### config.mk
export PLATFORM = sky130hd
export DESIGN_NAME = scram_64b66b_multi_flat
export DESIGN_NICKNAME = d
export VERILOG_FILES = /design/src/rtl/scram_64b66b_multi_if.sv /design/src/rtl/scram_64b66b_multi.sv /design/src/flat_wrapper.sv
export SDC_FILE = /design/constraint.sdc
export NUM_CORES = 1
export LEC_CHECK = 0
export ABC_CLOCK_PERIOD_IN_PS = 2800
export BUFFER_PORTS_ARGS = -buffer_cell sky130_fd_sc_hd__buf_2
export CORE_ASPECT_RATIO = 1.1
export CORE_MARGIN = 2
export CORE_UTILIZATION = 51
export DETAILED_ROUTE_END_ITERATION = 6
export PLACE_DENSITY = 0.82
export SETUP_SLACK_MARGIN = 0.2
export SYNTH_ARGS = -nofsm -noshare
export SYNTH_HDL_FRONTEND = slang
export SYNTH_SLANG_ARGS = --single-unit
### constraint.sdc
create_clock -name clk -period 2.8 [get_ports clk]
set_input_delay 0.7 -clock clk [delete_from_list [all_inputs] [get_ports clk]]
set_output_delay 0.7 -clock clk [all_outputs]
set_load 0.01 [all_outputs]
### src/rtl/scram_64b66b_multi_if.sv
// Beat/seed bus for the multi-lane 64b/66b scrambler.
// The master side drives beats and seeds; the slave side returns processed beats.
interface scram_64b66b_multi_if #(
  parameter int LEN   = 64,
  parameter int LANES = 1
);
  logic [LANES-1:0]     valid_i;
  logic [LANES-1:0]     bypass_i;
  logic [LANES*LEN-1:0] data_i;
  logic [LANES-1:0]     seed_load_i;
  logic [57:0]          seed_i;
  logic [LANES-1:0]     valid_o;
  logic [LANES*LEN-1:0] data_o;

  modport master (
    output valid_i, bypass_i, data_i, seed_load_i, seed_i,
    input  valid_o, data_o
  );

  modport slave (
    input  valid_i, bypass_i, data_i, seed_load_i, seed_i,
    output valid_o, data_o
  );
endinterface

### src/rtl/scram_64b66b_multi.sv
// Multi-lane self-synchronising 64b/66b scrambler/descrambler (1 + x^39 + x^58).
// Define SCRAM_OUT_REG_EN to register valid_o/data_o (latency 1); otherwise outputs are combinational.
module scram_64b66b_multi #(
  parameter int LEN     = 64,
  parameter int LANES   = 1,
  parameter int DESCRAM = 0
) (
  input logic                  clk,
  input logic                  nreset,
  scram_64b66b_multi_if.slave  bus
);

  localparam logic [57:0] STATE_ONES_C = {58{1'b1}};

  // State bit 0 holds the oldest history bit, bit 57 the most recent.
  logic [57:0]          st_r  [LANES];
  logic [57:0]          nxt_s [LANES];
  logic [LEN-1:0]       beat_s;
  logic [LANES*LEN-1:0] out_s;

  // One beat through the polynomial: w is the state followed by this beat's history bits,
  // so the x^58 tap of bit i is w[i] and the x^39 tap is w[i+19].
  function automatic logic [LEN-1:0] scram_beat(
    input  logic [57:0]    st,
    input  logic [LEN-1:0] din,
    output logic [57:0]    nxt
  );
    logic [LEN+57:0] w;
    logic [LEN-1:0]  dout;
    w        = '0;
    w[57:0]  = st;
    dout     = '0;
    for (int i = 0; i < LEN; i++) begin
      dout[i] = din[i] ^ w[i+19] ^ w[i];
      if (DESCRAM != 0) begin
        w[58+i] = din[i];
      end else begin
        w[58+i] = dout[i];
      end
    end
    nxt = w[LEN+57:LEN];
    return dout;
  endfunction

  // Per-lane data path and candidate next state
  always_comb begin
    out_s  = '0;
    beat_s = '0;
    for (int n = 0; n < LANES; n++) begin
      beat_s = scram_beat(st_r[n], bus.data_i[n*LEN +: LEN], nxt_s[n]);
      if (bus.bypass_i[n]) begin
        out_s[n*LEN +: LEN] = bus.data_i[n*LEN +: LEN];
      end else begin
        out_s[n*LEN +: LEN] = beat_s;
      end
    end
  end

  // Lane state: seed load wins over a beat update; bypass and idle beats hold
  always_ff @(posedge clk or negedge nreset) begin
    if (!nreset) begin
      for (int n = 0; n < LANES; n++) st_r[n] <= STATE_ONES_C;
    end else begin
      for (int n = 0; n < LANES; n++) begin
        if (bus.seed_load_i[n]) begin
          st_r[n] <= bus.seed_i;
        end else if (bus.valid_i[n] && !bus.bypass_i[n]) begin
          st_r[n] <= nxt_s[n];
        end else begin
          st_r[n] <= st_r[n];
        end
      end
    end
  end

`ifdef SCRAM_OUT_REG_EN
  logic [LANES-1:0]     valid_r;
  logic [LANES*LEN-1:0] data_r;

  // Output register stage
  always_ff @(posedge clk or negedge nreset) begin
    if (!nreset) begin
      valid_r <= '0;
      data_r  <= '0;
    end else begin
      valid_r <= bus.valid_i;
      data_r  <= out_s;
    end
  end

  assign bus.valid_o = valid_r;
  assign bus.data_o  = data_r;
`else
  logic [LANES-1:0]     valid_s;
  logic [LANES*LEN-1:0] data_s;

  // Combinational outputs, forced to zero while reset is held
  always_comb begin
    valid_s = '0;
    data_s  = '0;
    if (!nreset) begin
      valid_s = '0;
      data_s  = '0;
    end else begin
      valid_s = bus.valid_i;
      data_s  = out_s;
    end
  end

  assign bus.valid_o = valid_s;
  assign bus.data_o  = data_s;
`endif

endmodule
### src/flat_wrapper.sv
// flat-port wrapper written by rule: the top's interface ports become plain ports
module scram_64b66b_multi_flat 
#(
  parameter int LEN     = 64,
  parameter int LANES   = 1,
  parameter int DESCRAM = 0
)
  (clk, nreset, bus_valid_i, bus_bypass_i, bus_data_i, bus_seed_load_i, bus_seed_i, bus_valid_o, bus_data_o);
  scram_64b66b_multi_if #(.LEN(LEN), .LANES(LANES)) bus_i ();
  input logic clk;
  input logic nreset;
  input wire logic [$bits(bus_i.valid_i)-1:0] bus_valid_i;
  input wire logic [$bits(bus_i.bypass_i)-1:0] bus_bypass_i;
  input wire logic [$bits(bus_i.data_i)-1:0] bus_data_i;
  input wire logic [$bits(bus_i.seed_load_i)-1:0] bus_seed_load_i;
  input wire logic [$bits(bus_i.seed_i)-1:0] bus_seed_i;
  output wire logic [$bits(bus_i.valid_o)-1:0] bus_valid_o;
  output wire logic [$bits(bus_i.data_o)-1:0] bus_data_o;
  assign bus_i.valid_i = bus_valid_i;
  assign bus_i.bypass_i = bus_bypass_i;
  assign bus_i.data_i = bus_data_i;
  assign bus_i.seed_load_i = bus_seed_load_i;
  assign bus_i.seed_i = bus_seed_i;
  assign bus_valid_o = bus_i.valid_o;
  assign bus_data_o = bus_i.data_o;
  scram_64b66b_multi #(.LEN(LEN), .LANES(LANES), .DESCRAM(DESCRAM)) u_core (.clk(clk), .nreset(nreset), .bus(bus_i));
endmodule
==> results of run 1 <==
per-layer routing:
metal	vias to the layer above	track usage
met2	392	0.562
met1	2852	0.425
met4	0	0.157
li1	2717	-
met5	-	0
met3	58	0.0511
cell usage after synthesis (all sizes together):
library cell and instances:
o21ai 95, xnor2 88, a21oi 75, dfstp 58, or3 50, nand2 48, clkbuf 43, xor2 26
and3 25, mux2i 19, and2 15, o211ai 14, o21a 14, nand3 13, nand4 13, or4 13
xor3 13, buf 4, dlygate4sd1 2, inv 2, dlymetal6s2s 1, nand2b 1, nor2b 1
cell type report:
type                    instances  share of cell area
clock buffers                  10              0.0299
clock inverters                 6             0.00752
inverters                       2            0.000980
multi-input cells             523               0.537
flip-flops and latches         58               0.199
well taps                     143              0.0234
repair buffers                265               0.202
power breakdown:
part           total, uW  internal [uW]  switching, uW  leakage (uW)
Sequential          1250           1050            201      0.000609
Combinational       2310           1180           1130       0.00273
Clock               1080            682            398      0.000142
worst reg2reg max path: stages (launching register included):
cell                      delay (ns)
sky130_fd_sc_hd__dfstp_2        0.53
sky130_fd_sc_hd__xor3_2         0.52
sky130_fd_sc_hd__xnor2_4        0.19
sky130_fd_sc_hd__buf_4          0.15
sky130_fd_sc_hd__buf_4          0.12
sky130_fd_sc_hd__or4_1          0.46
sky130_fd_sc_hd__nand3_1        0.08
per-stage QoR:
stage / util / power, uW
final: 0.744 / 4640
after global routing: 0.744 / 4820
after CTS: 0.699 / 4280
after detailed placement: 0.631 / 2910
after global placement: 0.631 / 2870
after floorplan: - / 2270
logic make-up (layout without fill, tap and decap cells):
logic type / Yosys count / count (layout) / synth area share
and+or+nand+nor: 179 / 179 / 0.187
DFF: 58 / 58 / 0.285
AOI/OAI and AO/OA: 198 / 198 / 0.199
xor gates and xnor gates: 127 / 127 / 0.248
buffers and inverters: 52 / 283 / 0.0450
muxes: 19 / 19 / 0.0356
worst paths after layout:
| check | start | endpoint | slack (ns) |
|---|---|---|---|
| min in group asynchronous | nreset | u_core.st_r[43]$_DFFE_PN1P_ | 0.59 |
| max in group asynchronous | nreset | u_core.st_r[41]$_DFFE_PN1P_ | 1.83 |
| worst min register to register | u_core.st_r[11]$_DFFE_PN1P_ | u_core.st_r[11]$_DFFE_PN1P_ | 0.58 |
| worst max register to register | u_core.st_r[34]$_DFFE_PN1P_ | u_core.st_r[48]$_DFFE_PN1P_ | 0.70 |
| worst min-delay path | u_core.st_r[11]$_DFFE_PN1P_ | u_core.st_r[11]$_DFFE_PN1P_ | 0.58 |
| worst max-delay path | u_core.st_r[32]$_DFFE_PN1P_ | bus_data_o[52] | -0.10 |
what timing repair did:
item / CTS / global route
hold buffers: 0 / 0
resized for setup: 33 / 39
pin swaps: 29 / 27
buffers inserted: 23 / 24
endpoints found under the setup margin: 22 / 25
==> flow_summary.ini, run 1 <==
[synthesis]
syn-mean-instance-area_um2 = 8.44
ys_types = 27
ys_seq_elements = 58
yosysTopAreaCellShare = 0.285
post-synth-top-area-cell = sky130_fd_sc_hd__dfstp_2
syn_nets = 760
synth_warnings = 0
netlist_top_cells_area = sky130_fd_sc_hd__dfstp_2 29%, sky130_fd_sc_hd__xnor2_1 14%, sky130_fd_sc_hd__o21ai_0 8.9%
syn_area_um2 = 5340
synth_sequential_area_ratio = 0.285
post_synth_inst_count = 633

[critical_path]
timing_worst_setup_path_type = reg2out
crit_cells = 5
worst_path_dominant_cell_family = XOR/XNOR gates
cp_slowest_cell = sky130_fd_sc_hd__dfstp_2
critPathMaxStageDelay_ns = 0.56
worst_setup_path_start_kind = flip-flop
worstRegToRegCells = 6
worstPathCellList = xor3_2 > xnor2_4 > or3_1 > a21oi_1 > buf_2
critPathBufInv = 1
crit_arrival_ns = 2.20
crit_path_end_kind = output pin
crit_required_ns = 2.10
path_max_fanout = 4

[placed_design]
cell_count_after_placement = 944
placement.io_buffers = 191
dp_area_um2 = 6490
routability_congestion = 0.949
minimum_setup_slack_after_placement_ns = -0.0455
dp_hpwl_um = 14300

[global_routing]
grt_pass1_wl_um = 29100
grt_max_degree = 84
number_of_global_route_vias_before_repair = 5554
number_of_antenna_violations_at_the_first_check_in_global_routing = 0
grt_util_all_layers = 0.337
overflow = 0

[routing]
route.antenna.remaining_nets = 0
initialDrtViolationCount = 513
routed-wl-met2_um = 9980
via_count = 6019
dr.pass1.iters = 5
m1WireLength_um = 7710
post_drt_wl_per_cell_um = 20.4
remaining_drc_errors = 0
route.top_layer_used = met4
drt-total-wl_um = 20600
vias_per_cell = 5.98
wl_met3_um = 1860

[finish]
leading_cell_types_in_the_layout_fill_and_taps_excluded = 191 x sky130_fd_sc_hd__buf_2, 94 x sky130_fd_sc_hd__o21ai_0, 71 x sky130_fd_sc_hd__buf_4, 63 x sky130_fd_sc_hd__a21oi_1, 58 x sky130_fd_sc_hd__dfstp_2
most_frequent_standard_cell_in_the_layout_excluding_fill_and_tap_cells = sky130_fd_sc_hd__buf_2
largest_regs = u_core.st_r (58)
flip_flop_count_of_the_largest_register_after_layout = 58
filler_cell_count = 741
multi_input_area_um2 = 4110
final-seq-area_um2 = 1520
instances_no_fill = 1007
postLayoutCellArea_um2 = 7660
finish.net_count = 986
antenna_cells = 0
drive_gt1_frac = 0.478
layout_area_overhead_pct = 43.4
largest_register = u_core.st_r

[sta]
clock.fmax_mhz = 344
setup-violations-final = 11
finalMaxSlewViolations = 0
rsz0062_at_grt = yes
setup_ws_ns = -0.105
worst_slew_margin_rel = 0.617
final.hold.worst_slack_ns = 0.577
final.period_utilization = 1.04
layout_min_cycle_time_ns = 2.90
finalClockSkew_ns = 0.00687
timing.final.hold_violations = 0
setup_total_negative_slack_ns = -0.581
worst_tran_pin_value_ns = 0.573

[min_path]
worst_hold_path_type = reg2reg
timing.hold.worst_path_depth = 2

[job]
maxCapViolCount = 0

[cts]
clock_tree.root_cell = sky130_fd_sc_hd__clkbuf_16
clkLatencyLatePin_ns = 0.33
max-clock-path-buffers = 2
clock_tree_from_tritoncts = built
tritoncts_num_sinks = 58
cts-buffers-inserted = 9
cts.clk_slew.worst_paths_ns = 0.06
clock_h_tree_levels = 3

[floorplan]
die_height_um = 111
placeableCoreArea_um2 = 10300
initial_core_util = 0.519
dieWidth_um = 102
die_area_um2 = 11300
io_pins = 192
rows = 39

[pwr]
p_per_area_nw_per_um2 = 605
vdd.ir_drop.worst_mv = 0.340
leakage_uw = 0.00349

[outcome]
run_status = finished with violations
violations = negative setup slack
Note: power is estimated with default switching activity, not from simulation.
==> inputs of run 2 (changes only) <==
--- a/config.mk
+++ b/config.mk
@@ -5,13 +5,13 @@
 export SDC_FILE = /design/constraint.sdc
 export NUM_CORES = 1
 export LEC_CHECK = 0
-export ABC_CLOCK_PERIOD_IN_PS = 2800
+export ABC_CLOCK_PERIOD_IN_PS = 2400
 export BUFFER_PORTS_ARGS = -buffer_cell sky130_fd_sc_hd__buf_2
 export CORE_ASPECT_RATIO = 1.1
 export CORE_MARGIN = 2
-export CORE_UTILIZATION = 51
+export CORE_UTILIZATION = 46
 export DETAILED_ROUTE_END_ITERATION = 6
-export PLACE_DENSITY = 0.82
+export PLACE_DENSITY = 0.78
 export SETUP_SLACK_MARGIN = 0.2
 export SYNTH_ARGS = -nofsm -noshare
 export SYNTH_HDL_FRONTEND = slang
==> constraint.sdc (replaced) <==
create_clock -name clk -period 2.4 [get_ports clk]
set_input_delay 0.6 -clock clk [delete_from_list [all_inputs] [get_ports clk]]
set_output_delay 0.6 -clock clk [all_outputs]
set_load 0.01 [all_outputs]
==> run 2 against run 1 <==
Net effect: the flow still finishes with violations (negative setup slack); hold slack worse by 0.099 ns; non-clock buffer count grew 51; die area increased by 10%; via count is 3.9% higher; clock skew decreased by 0.0032 ns; global-route usage fell by 1.8 points; sequential share of layout area is 2.4 points lower; count of clock-buffer cells in the layout is 3 higher; utilization increased by 2.1 points; design area increased by 14%; critical endpoint is now bus_data_o[54]; largest cell class unchanged; largest power group unchanged; highest routed layer unchanged.
==> flow_summary.ini, run 2 (synthesized netlist as in run 1, its figures left out) <==
[cts]
clock_tree_from_tritoncts = built
tritoncts_num_sinks = 58
cts-buffers-inserted = 9
max-clock-path-buffers = 2
clock_h_tree_levels = 3
post_cts_hold_buffer_count = 0
clock_tree.root_cell = sky130_fd_sc_hd__clkbuf_16
cts.clk_slew.worst_paths_ns = 0.05
clkLatencyLatePin_ns = 0.33

[finish]
layout_area_overhead_pct = 63.1
flip_flop_count_of_the_largest_register_after_layout = 58
largest_register = u_core.st_r
drive_gt1_frac = 0.586
postLayoutCellArea_um2 = 8710
finish.utilization = 0.765
largest_regs = u_core.st_r (58)
most_frequent_standard_cell_in_the_layout_excluding_fill_and_tap_cells = sky130_fd_sc_hd__buf_2
leading_cell_types_in_the_layout_fill_and_taps_excluded = 189 x sky130_fd_sc_hd__buf_2, 90 x sky130_fd_sc_hd__buf_4, 79 x sky130_fd_sc_hd__o21ai_0, 58 x sky130_fd_sc_hd__dfstp_2, 55 x sky130_fd_sc_hd__xnor2_2
finish.net_count = 1037
instances_no_fill = 1066
filler_cell_count = 766

[outcome]
run_status = finished with violations
violations = negative setup slack

[sta]
worst_tran_pin_value_ns = 0.483
clock.fmax_mhz = 359
finalMaxSlewViolations = 0
rsz0062_at_grt = yes
setup_ws_ns = -0.388
final.period_utilization = 1.16
worst_slew_margin_rel = 0.677
setup-violations-final = 25
layout_min_cycle_time_ns = 2.79
timing.final.hold_violations = 0
finalClockSkew_ns = 0.00363

[job]
maxCapViolCount = 0

[placed_design]
dp_hpwl_um = 13600
routability_congestion = 0.912
minimum_setup_slack_after_placement_ns = -0.227
placement.io_buffers = 191
cell_count_after_placement = 978
dp_area_um2 = 6810

[floorplan]
die_area_um2 = 12500
initial_core_util = 0.469
rows = 41
dieWidth_um = 107
die_height_um = 117
placeableCoreArea_um2 = 11400
io_pins = 192

[pwr]
switching_share = 0.367
p_per_area_nw_per_um2 = 685
comb_power_share = 0.561
vdd.ir_drop.worst_mv = 0.376
power.total_uw = 5960
intPower_uw = 3770
leakage_uw = 0.00397
clockPowerShare = 0.197
pwr-share-seq = 0.243
switching_power_uw = 2190

[global_routing]
grt_util_all_layers = 0.320
grt_pass1_wl_um = 30400
grt_max_degree = 74
number_of_global_route_vias_before_repair = 5707
overflow = 0
number_of_antenna_violations_at_the_first_check_in_global_routing = 0

[routing]
dr.pass1.iters = 6
drt-total-wl_um = 21500
initialDrtViolationCount = 576
post_drt_wl_per_cell_um = 20.2
remaining_drc_errors = 0
route.antenna.remaining_nets = 0
vias_per_cell = 5.86
via_count = 6251

[critical_path]
crit_required_ns = 1.80
crit_arrival_ns = 2.19
path_max_fanout = 4
worst_setup_path_start_kind = flip-flop
crit_path_end_kind = output pin
timing_worst_setup_path_type = reg2out

[min_path]
worst_hold_path_type = in2reg
[run 2: worst paths after layout]
path | from | end | slack [ns] | cells after the start
min in group asynchronous | nreset | u_core.st_r[31]$_DFFE_PN1P_ | 0.60 | 2
hold / removal | bus_seed_i[25] | u_core.st_r[25]$_DFFE_PN1P_ | 0.48 | 2
hold reg to reg | u_core.st_r[4]$_DFFE_PN1P_ | u_core.st_r[4]$_DFFE_PN1P_ | 0.62 | 2
setup reg to reg | u_core.st_r[9]$_DFFE_PN1P_ | u_core.st_r[42]$_DFFE_PN1P_ | 0.31 | 6
setup / recovery | u_core.st_r[34]$_DFFE_PN1P_ | bus_data_o[54] | -0.39 | 5
max in group asynchronous | nreset | u_core.st_r[43]$_DFFE_PN1P_ | 1.75 | 2
[run 2: routing by layer]
layer  vias up  track usage  wire length [um]
met2       350        0.534             10800
met3        77       0.0404              1690
met4         0        0.150              1020
li1       2812            -                 -
met5         -            0                 0
met1      3012        0.417              7980
[run 2: area by class of cell]
class	count	area [um^2]	share of cell area
Timing Repair Buffer	316	2120	0.243
Tap cell	150	188	0.0216
Clock inverter	3	15.0	0.00172
Inverter	2	7.51	0.000862
Multi-Input combinational cell	523	4600	0.529
Clock buffer	13	250	0.0287
Antenna cell	1	2.50	0.000287
Sequential cell	58	1520	0.175
[run 2: what timing repair did]
action	4_1_cts	5_1_grt
pin swaps	75	48
endpoints found under the setup margin	64	64
gates resized for setup	111	68
setup buffers	45	26
[run 2: critical path: stages, from the launching register on]
cell and delay, ns:
sky130_fd_sc_hd__dfstp_2 0.54, sky130_fd_sc_hd__xor3_2 0.51, sky130_fd_sc_hd__xnor2_4 0.21, sky130_fd_sc_hd__or3_4 0.34
sky130_fd_sc_hd__a21oi_2 0.11, sky130_fd_sc_hd__buf_2 0.13
[run 2: power groups by stage]
| stage | logic (uW) | clock network [uW] | registers [uW] |
|---|---|---|---|
| 2_1_floorplan | 1330 | 0 | 1350 |
| 3_3_place_gp | 2150 | 0 | 1390 |
| 3_5_place_dp | 2190 | 0 | 1400 |
| 4_1_cts | 2830 | 1180 | 1420 |
| 5_1_grt | 3540 | 1220 | 1450 |
| 6_report | 3340 | 1170 | 1450 |
[run 2: stage by stage]
step	setup TNS [ns]	hold slack [ns]
detailed placement	-1.82	0.586
floorplan	0	0.452
finish	-5.16	0.477
CTS	-4.47	0.474
global route	-6.62	0.477
global placement	-1.79	0.570
==> inputs of run 3 (changes only) <==
--- a/config.mk
+++ b/config.mk
@@ -9,9 +9,8 @@
 export BUFFER_PORTS_ARGS = -buffer_cell sky130_fd_sc_hd__buf_2
 export CORE_ASPECT_RATIO = 1.1
 export CORE_MARGIN = 2
-export CORE_UTILIZATION = 46
+export CORE_UTILIZATION = 35
 export DETAILED_ROUTE_END_ITERATION = 6
-export PLACE_DENSITY = 0.78
 export SETUP_SLACK_MARGIN = 0.2
 export SYNTH_ARGS = -nofsm -noshare
 export SYNTH_HDL_FRONTEND = slang
==> run 3 against run 2 <==
Net effect: the run still ends with negative setup slack left; sequential cell count stayed put; power is 1.5% lower; non-clock buffer count down 8; routed wire length decreased by 1.6%; register-to-register slack improved by 0.12 ns; cell count grew 3.3%; combinational power is 4% lower; hold slack worse by 0.0096 ns; critical endpoint unchanged; largest power group unchanged; highest routed layer unchanged.
==> flow_summary.ini, run 3 (synthesized netlist as in run 1, its figures left out) <==
[cts]
clock_h_tree_levels = 3
clock_tree_from_tritoncts = built
cts-buffers-inserted = 9
clock_tree.root_cell = sky130_fd_sc_hd__clkbuf_16
tritoncts_num_sinks = 58
cts.clk_slew.worst_paths_ns = 0.06
max-clock-path-buffers = 2
clkLatencyLatePin_ns = 0.33

[pwr]
p_per_area_nw_per_um2 = 674
comb_power_share = 0.544
pwr-share-seq = 0.244
intPower_uw = 3760
leakage_uw = 0.00392
power.total_uw = 5880
vdd.ir_drop.worst_mv = 0.385
clockPowerShare = 0.212
switching_power_uw = 2110
switching_share = 0.359

[global_routing]
grt_util_all_layers = 0.252
overflow = 0
number_of_global_route_vias_before_repair = 5640
grt_max_degree = 48
number_of_antenna_violations_at_the_first_check_in_global_routing = 0
grt_pass1_wl_um = 31000

[finish]
filler_cell_count = 1320
leading_cell_types_in_the_layout_fill_and_taps_excluded = 186 x sky130_fd_sc_hd__buf_2, 80 x sky130_fd_sc_hd__o21ai_0, 76 x sky130_fd_sc_hd__buf_4, 58 x sky130_fd_sc_hd__dfstp_2, 48 x sky130_fd_sc_hd__nand2_1
finish.net_count = 1029
flip_flop_count_of_the_largest_register_after_layout = 58
drive_gt1_frac = 0.575
antenna_cells = 0
layout_area_overhead_pct = 63.3
largest_regs = u_core.st_r (58)
finish.utilization = 0.582
largest_register = u_core.st_r
most_frequent_standard_cell_in_the_layout_excluding_fill_and_tap_cells = sky130_fd_sc_hd__buf_2

[sta]
layout_min_cycle_time_ns = 2.78
rsz0062_at_grt = yes
final.hold.worst_slack_ns = 0.468
finalMaxSlewViolations = 0
worst_tran_pin_value_ns = 0.456
clock.fmax_mhz = 359
final.period_utilization = 1.16
worst_slew_margin_rel = 0.694
timing.final.hold_violations = 0
setup_ws_ns = -0.383
setup-violations-final = 28
finalClockSkew_ns = 0.00639

[floorplan]
rows = 47
die_area_um2 = 16300
initial_core_util = 0.356
dieWidth_um = 122
die_height_um = 134
io_pins = 192
placeableCoreArea_um2 = 15000

[routing]
via_count = 5820
post_drt_wl_per_cell_um = 19.2
vias_per_cell = 5.29
remaining_drc_errors = 0
dr.pass1.iters = 4
drt-total-wl_um = 21200
initialDrtViolationCount = 410
route.antenna.remaining_nets = 0

[job]
maxCapViolCount = 0

[critical_path]
crit_arrival_ns = 2.18
worstRegToRegCells = 5
timing_worst_setup_path_type = reg2out
reg2reg_setup_slack_ns = 0.43
crit_required_ns = 1.80
crit_path_end_kind = output pin
path_max_fanout = 4
worst_setup_path_start_kind = flip-flop

[outcome]
run_status = finished with violations
violations = negative setup slack

[placed_design]
dp_hpwl_um = 15400
placement.io_buffers = 191
routability_congestion = 0.859

[min_path]
worst_hold_path_type = in2reg
timing.hold.worst_path_depth = 2
[run 3: cell types whose count changed in the layout (fill, tap and decap cells not counted), sizes merged]
| cell | before | now |
|---|---|---|
| clkbuf | 13 | 10 |
| diode | 1 | 0 |
| buf | 316 | 308 |
| bufinv | 0 | 1 |
[run 3: layer usage]
metal | vias up | track usage | wire (um)
met3 | 44 | 0.0509 | 1250
met1 | 2776 | 0.312 | 8560
li1 | 2796 | - | -
met2 | 204 | 0.425 | 10600
met5 | - | 0 | 0
met4 | 0 | 0.101 | 729
[run 3: worst max-delay path, cell delays in order (launching register included)]
cell and delay, ns:
sky130_fd_sc_hd__dfstp_2 0.53, sky130_fd_sc_hd__xor3_2 0.49, sky130_fd_sc_hd__xnor2_4 0.18, sky130_fd_sc_hd__or3_1 0.33
sky130_fd_sc_hd__a21oi_2 0.17, sky130_fd_sc_hd__buf_2 0.16
[run 3: timing repair]
| action | 4_1_cts | 5_1_grt |
|---|---|---|
| buffers inserted | 34 | 20 |
| hold buffers | 0 | 0 |
| resized for setup | 111 | 71 |
| setup endpoints to repair | 64 | 64 |
| pin swaps | 72 | 47 |
[run 3: worst paths after layout]
check,from,endpoint
max,u_core.st_r[15]$_DFFE_PN1P_,bus_data_o[54]
min,bus_seed_i[19],u_core.st_r[19]$_DFFE_PN1P_
max reg2reg,u_core.st_r[9]$_DFFE_PN1P_,u_core.st_r[42]$_DFFE_PN1P_
min reg2reg,u_core.st_r[7]$_DFFE_PN1P_,u_core.st_r[7]$_DFFE_PN1P_
max in group asynchronous,nreset,u_core.st_r[49]$_DFFE_PN1P_
min in group asynchronous,nreset,u_core.st_r[10]$_DFFE_PN1P_
[run 3: cell type report]
type / count / area, um^2 / share of cell area
clock buffers: 10 / 229 / 0.0263
clock inverters: 4 / 45.0 / 0.00516
well taps: 196 / 245 / 0.0281
multi-input cells: 523 / 4550 / 0.522
flip-flops and latches: 58 / 1520 / 0.175
repair buffers: 308 / 2120 / 0.243
inverters: 2 / 10.0 / 0.00115
[run 3: per-stage QoR]
stage | setup slack (ns) | cells | TNS [ns] | instance area [um^2]
after global placement | -0.209 | 1033 | -2.16 | 6950
after floorplan | 0.177 | 633 | 0 | 5400
after detailed placement | -0.200 | 1033 | -2.19 | 6950
after CTS | -0.366 | 1081 | -5.02 | 8100
after global routing | -0.427 | 1101 | -6.99 | 8720
final | -0.383 | 1101 | -5.17 | 8720
[run 3: power groups by stage]
stage | Combinational (uW) | Clock (uW) | Sequential [uW]
3_3_place_gp | 2200 | 0 | 1410
4_1_cts | 2790 | 1260 | 1420
6_report | 3190 | 1240 | 1440
2_1_floorplan | 1330 | 0 | 1350
3_5_place_dp | 2220 | 0 | 1410
5_1_grt | 3410 | 1320 | 1450
